<file path="config.mk">
export PLATFORM = sky130hd
export DESIGN_NAME = move_dir_selector_flat
export DESIGN_NICKNAME = d
export VERILOG_FILES = /design/src/rtl/move_dir_selector_if.sv /design/src/rtl/move_dir_selector.sv /design/src/flat_wrapper.sv
export SDC_FILE = /design/constraint.sdc
export NUM_CORES = 1
export LEC_CHECK = 0
export BUFFER_PORTS_ARGS = -buffer_cell sky130_fd_sc_hd__buf_2
export CAP_MARGIN = 5
export CORE_UTILIZATION = 45
export DETAILED_ROUTE_END_ITERATION = 6
export PLACE_DENSITY = 0.8
export SLEW_MARGIN = 40
export SYNTH_ARGS = -nofsm -noshare
export SYNTH_HDL_FRONTEND = slang
export SYNTH_SLANG_ARGS = --single-unit
</file>
<file path="constraint.sdc">
create_clock -name clk -period 2 [get_ports clk]
set_input_delay 0 -clock clk [delete_from_list [all_inputs] [get_ports clk]]
set_output_delay 0 -clock clk [all_outputs]
set_load 0.01 [all_outputs]
</file>
<file path="src/rtl/move_dir_selector_if.sv">
// ---------------------------------------------------------------------------
// move_dir_selector_if
//   Groups the two handshakes of move_dir_selector into one bundle.
//   Score stream (evaluator -> selector):
//     s_valid  score beat present
//     s_ready  selector accepts a beat
//     s_score  W-bit unsigned score of the current direction
//     s_legal  1 = direction is a legal move
//   Result (selector -> ball-move controller):
//     m_valid  result present
//     m_ready  downstream accepts result
//     m_dir    selected direction index 0..7
//     m_score  score of the selected direction
//     m_none   1 = no legal direction was offered
//   Modports: slave = the selector itself, master = the environment around it.
// ---------------------------------------------------------------------------
interface move_dir_selector_if #(
  parameter int W = 8
);
  logic         s_valid;
  logic         s_ready;
  logic [W-1:0] s_score;
  logic         s_legal;
  logic         m_valid;
  logic         m_ready;
  logic [2:0]   m_dir;
  logic [W-1:0] m_score;
  logic         m_none;

  modport slave (
    input  s_valid, s_score, s_legal, m_ready,
    output s_ready, m_valid, m_dir, m_score, m_none
  );

  modport master (
    output s_valid, s_score, s_legal, m_ready,
    input  s_ready, m_valid, m_dir, m_score, m_none
  );
endinterface

</file>
<file path="src/rtl/move_dir_selector.sv">
// ---------------------------------------------------------------------------
// move_dir_selector
//   Collects 8 per-direction move scores serially and reports which legal
//   direction holds the highest unsigned score. Ties keep the lower index,
//   unless TIE_RANDOM_EN is defined, in which case an 8-bit Galois LFSR
//   (x^8+x^6+x^5+x^4+1, seed 8'h5A) decides whether an equal score replaces
//   the current best.
//   Ports:
//     clk    rising-edge system clock
//     rst    synchronous reset, active-high
//     start  begin a new evaluation (honoured only in IDLE)
//     busy   1 while collecting or holding a result
//     bus    move_dir_selector_if.slave (score stream in, result out)
//   Build option: `define TIE_RANDOM_EN enables random tie breaking.
// ---------------------------------------------------------------------------
module move_dir_selector #(
  parameter int W    = 8,
  parameter int NDIR = 8
) (
  input  logic                 clk,
  input  logic                 rst,
  input  logic                 start,
  output logic                 busy,
  move_dir_selector_if.slave   bus
);

  localparam logic [2:0] LAST_DIR = 3'(NDIR - 1);

  typedef enum logic [1:0] {
    IDLE    = 2'd0,
    COLLECT = 2'd1,
    RESULT  = 2'd2
  } state_t;

  state_t       state, state_next;
  logic [2:0]   cnt;
  logic [W-1:0] best;
  logic [2:0]   best_dir;
  logic         found;
  logic         accept;
  logic         take;

  assign accept = (state == COLLECT) && bus.s_valid;

`ifdef TIE_RANDOM_EN
  logic [7:0] lfsr;

  // Right-shifting Galois form; 8'hB8 is the tap mask for x^8+x^6+x^5+x^4+1.
  always_ff @(posedge clk) begin
    if (rst) lfsr <= 8'h5A;
    else     lfsr <= {1'b0, lfsr[7:1]} ^ (lfsr[0] ? 8'hB8 : 8'h00);
  end

  assign take = bus.s_legal &&
                (!found || (bus.s_score > best) ||
                 ((bus.s_score == best) && lfsr[0]));
`else
  // Strict '>' keeps the earlier (lower) index on equal scores.
  assign take = bus.s_legal && (!found || (bus.s_score > best));
`endif

  // NOTE: sequential state uses non-blocking assignments so every register
  // samples pre-edge values regardless of statement order.
  always_ff @(posedge clk) begin
    if (rst) state <= IDLE;
    else     state <= state_next;
  end

  always_ff @(posedge clk) begin
    if (rst || (state == IDLE && start)) begin
      cnt      <= '0;
      best     <= '0;
      best_dir <= '0;
      found    <= 1'b0;
    end else if (accept) begin
      cnt <= (cnt == LAST_DIR) ? 3'd0 : cnt + 3'd1;
      if (take) begin
        best     <= bus.s_score;
        best_dir <= cnt;
        found    <= 1'b1;
      end
    end
  end

  // NOTE: every output of this block gets a default first, so no path
  // through the case statement can infer a latch.
  always_comb begin
    state_next  = state;
    busy        = 1'b0;
    bus.s_ready = 1'b0;
    bus.m_valid = 1'b0;
    bus.m_dir   = '0;
    bus.m_score = '0;
    bus.m_none  = 1'b0;
    case (state)
      IDLE: begin
        if (start) state_next = COLLECT;
      end
      COLLECT: begin
        busy        = 1'b1;
        bus.s_ready = 1'b1;
        if (accept && cnt == LAST_DIR) state_next = RESULT;
      end
      RESULT: begin
        busy        = 1'b1;
        bus.m_valid = 1'b1;
        // best/best_dir are still zero when nothing legal was seen.
        bus.m_dir   = best_dir;
        bus.m_score = best;
        bus.m_none  = !found;
        if (bus.m_ready) state_next = IDLE;
      end
      default: state_next = IDLE;
    endcase
  end

endmodule

</file>
<file path="src/flat_wrapper.sv">
// flat-port wrapper written by rule: the top's interface ports become plain ports
module move_dir_selector_flat 
#(
  parameter int W    = 8,
  parameter int NDIR = 8
)
  (clk, rst, start, busy, bus_s_valid, bus_s_score, bus_s_legal, bus_m_ready, bus_s_ready, bus_m_valid, bus_m_dir, bus_m_score, bus_m_none);
  move_dir_selector_if #(.W(W)) bus_i ();
  input  logic clk;
  input  logic rst;
  input  logic start;
  output logic busy;
  input wire logic [$bits(bus_i.s_valid)-1:0] bus_s_valid;
  input wire logic [$bits(bus_i.s_score)-1:0] bus_s_score;
  input wire logic [$bits(bus_i.s_legal)-1:0] bus_s_legal;
  input wire logic [$bits(bus_i.m_ready)-1:0] bus_m_ready;
  output wire logic [$bits(bus_i.s_ready)-1:0] bus_s_ready;
  output wire logic [$bits(bus_i.m_valid)-1:0] bus_m_valid;
  output wire logic [$bits(bus_i.m_dir)-1:0] bus_m_dir;
  output wire logic [$bits(bus_i.m_score)-1:0] bus_m_score;
  output wire logic [$bits(bus_i.m_none)-1:0] bus_m_none;
  assign bus_i.s_valid = bus_s_valid;
  assign bus_i.s_score = bus_s_score;
  assign bus_i.s_legal = bus_s_legal;
  assign bus_i.m_ready = bus_m_ready;
  assign bus_s_ready = bus_i.s_ready;
  assign bus_m_valid = bus_i.m_valid;
  assign bus_m_dir = bus_i.m_dir;
  assign bus_m_score = bus_i.m_score;
  assign bus_m_none = bus_i.m_none;
  move_dir_selector #(.W(W), .NDIR(NDIR)) u_core (.clk(clk), .rst(rst), .start(start), .busy(busy), .bus(bus_i));
endmodule
</file>
==> metrics.md <==
| Metric | Value |
|---|---|
| Most frequent cells in the layout | buf_2, nand2_1, dfxtp_1, ha_1, mux2i_1 |
| Xor-xnor portion of the synthesized cell area | 0 |
| Number of buffers created by CTS | 3 |
| Total global routing track utilization | 0.1832 |
| Tot Pwr | 0.9722 mW |
| Peak supply drop | 0.0005129 V |
| Crit path max fanout | 7 |
| Slew Limit Fails | 0 |
| Die ar. | 2553 µm² |
| Worst Path Required | about 2.2 ns |
| Setup TNS Final | 0 ns |
| Synth async-reset ratio | 0 |
| Fillers | 206 |
| P_int | 0.6275 mW |
| Vias | 942 |
| Clock transition at the registers of the reported paths | ~0.10 ns |
| Synth top area share | 0.3211 |
| Startpoint types | flop |
| Core Box Area | 2212 µm² |
| RR Startpoint | u_core.best[3] |
| Clk buf depth | 2 |
| Most common cell after layout, fill and taps aside | buf_2 |
| Placed insts | 181 |
| Setup Fix Bufs, Post-CTS | 0 |
| Most used DFF post-synth | dfxtp_1 |
| Mux share of post-synthesis cell area | 0.1228 |
| Hpwl dp | about 1.6 mm |
| Crit end category | flop |
| Slew @ Worst Pin | 0.4737 ns |
| IO Pins | 29 |
| Clk root buf | clkbuf_4 |
| CP Buf/Inv Count | 2 |
| Worst Setup SP | u_core.best[3] |
| Finished Layout Cells | 194 |
| Share of layout cells above drive strength 1 | 0.2410 |
| Largest family of logic cells by synthesized area | simple AND/OR/NAND/NOR gates |
| Yosys reg bits | 17 |
| Total congestion overflow | 0 |
| CTS H-tree depth | 1 |
| Synth Cell Area | roughly 1100 µm² |
| Slew HR | 0.6842 |
| CP max-delay cell | dfxtp_1 |
| Clk sinks | 17 |
| DRT iter0 DRCs | 10 |
| # nets final | 195 |
| Power per Cell Area | 713.5 nW/µm² |
| HP Class | input port to flop |
| Synth Instances | 125 |
| Cell Area, Placed | 1242 µm² |
| GP Congestion | between 0.7 and 0.8 |
| Chip Width | 50.53 µm |
| Via density | 4.856 |
| Synth Area in Compound Gates | 0.09327 |
| Largest net degree at the start of global routing | 24 |
| Post-synthesis sequential area ratio | 0.3211 |
| Max-cap viol count | 0 |
| EDFF count, synth | 0 |
| Synth unique cells | 26 |
| Synth Area in Simple Gates | 0.2338 |
| Synthesis-to-finish area growth | 28.57% |
| Dominant cells by area after synthesis | dfxtp_1, ha_1, mux2i_1, nand2_1, and2_1 |
| Die H | between 50 and 60 µm |
| Run status | finished, final reports clean |
| CP delay by family, top | compound AO/OA/AOI/OAI gates |
| Hold_sp | bus_s_valid |
| Hold Violations, Final | 0 |
| Avg WL per Cell | 10.53 µm |
| Leakage Power | 0.6258 nW |
| Final WL | 2.042 mm |
| Area leader, netlist | dfxtp_1 |
| RSZ-0062 raised after global routing | no |
| Adder-cell share of the synthesized area | 0.1653 |
| Vias in the first global route | a little over 900 |
| Initial antenna violation count | 0 |
| Drc violations | 0 |
| Clock Power Share | 0.183 |
| Synth Net Count | 153 |
| Input/output buffers | 28 |
| Psw | 0.3447 mW |
| Row count | 17 |
| Largest stage delay, worst path | 0.36 ns |
| Routed Antenna Nets | 0 |
| Final non-filler cell area | between 1000 and 1500 µm² |
| Global-route wire length before repair | roughly 3.6 mm |
| Worst skew pair latency | 0.28 ns |
| Sequential power share | 0.401 |
| Layout Skew | 0.007094 ns |
| Sw Share | 0.3546 |
| Combinational share of power | 0.416 |
| CTS tree | built |
| Cell Chain, Critical Path | inv_1 -> ha_1 -> nand2_1 -> o21bai_1 -> a211o_1 -> a21oi_2 -> buf_6 -> mux2i_1 |
| Final period utilization | 0.9116 |
| Maximum achievable frequency | between 500 and 600 MHz |
| Worst Path Class, Setup | flop to flop |
| Minimum clock period | 1.823 ns |
| Initial Util | 0.4791 |
| First-pass DRT Iterations | 4 |
| Setup violations, final | 0 |
| Synth Area per Inst | 8.478 µm² |
| Synth warnings | 0 |
| Hold Slack | 0.02500 ns |
| N_diodes | 0 |
| Worst Path Arrival | 2.03 ns |
## worst paths after layout
path                                           end  slack [ns]  cells past startpoint
worst max-delay path            u_core.best_dir[2]        0.18                      8
worst min-delay path                 u_core.cnt[1]        0.03                      3
worst max register to register  u_core.best_dir[2]        0.18                      8
worst min register to register  u_core.best_dir[0]        0.46                      2
## cell usage after synthesis, types with 3 or more instances
library cell / number
a21oi_1: 5
and2_1: 11
clkbuf_1: 3
dfxtp_1: 17
ha_1: 14
inv_1: 12
mux2i_1: 13
nand2_1: 27
nand3_1: 3
nor2_1: 4
## per-stage QoR
step | setup WS, ns | util
after floorplan | 0.2908 | -
after global placement | 0.2461 | 0.5617
after detailed placement | 0.1707 | 0.5617
after CTS | 0.1360 | 0.6143
after global routing | 0.01441 | 0.6160
final | 0.1767 | 0.6160
## repair_timing
item	CTS	global route
setup endpoints to repair	0	1
resized for setup	0	1
hold buffers	9	0
hold endpoints to repair	10	0
## power groups by stage
stage	sequential (mW)	combinational (mW)	clock [mW]
final	0.390	0.404	0.178
after global routing	0.394	0.452	0.207
after CTS	0.390	0.409	0.187
after detailed placement	0.398	0.394	0
after global placement	0.396	0.375	0
after floorplan	0.392	0.283	0
## registers in the layout, indices dropped and copies added, names as in the netlist
register / count
u_core.best: 8
u_core.best_dir: 3
u_core.cnt: 3
u_core.state: 2
u_core.found: 1
## worst reg2reg max path, cell delays in order, from the launching register on
cell and delay (ns):
dfxtp_1 0.36, inv_1 0.05, ha_1 0.28, nand2_1 0.07, o21bai_1 0.16, a211o_1 0.30
a21oi_2 0.17, buf_6 0.16, mux2i_1 0.20
## metal layers
| layer | GRT usage | part of all wire | vias up | wire [µm] |
|---|---|---|---|---|
| li1 | - | - | 497 | - |
| met1 | 0.1945 | 0.46 | 424 | 934 |
| met2 | 0.3533 | 0.49 | 21 | 1009 |
| met3 | 0.03333 | 0.048 | 0 | 98 |
| met4 | 0.06481 | 0 | 0 | 0 |
| met5 | 0 | 0 | - | 0 |
## layout make-up
class / count / area, µm² / area share
clock buffer: 4 / 26.28 / 0.01928
inverter: 12 / 45.04 / 0.03306
multi-input combinational: 92 / 651.9 / 0.4784
sequential: 17 / 340.3 / 0.2498
tap: 28 / 35.03 / 0.02571
timing repair buffer: 41 / 264.0 / 0.1938
## logic make-up (layout without fill, tap and decap cells)
logic type / after synthesis / count (layout)
adders and majority gates: 14 / 14
AOI/OAI and AO/OA: 14 / 14
muxes: 13 / 13
buffers and inverters: 16 / 57
and+or+nand+nor: 51 / 51
DFF: 17 / 17
Power figures use the tool's default switching activity.
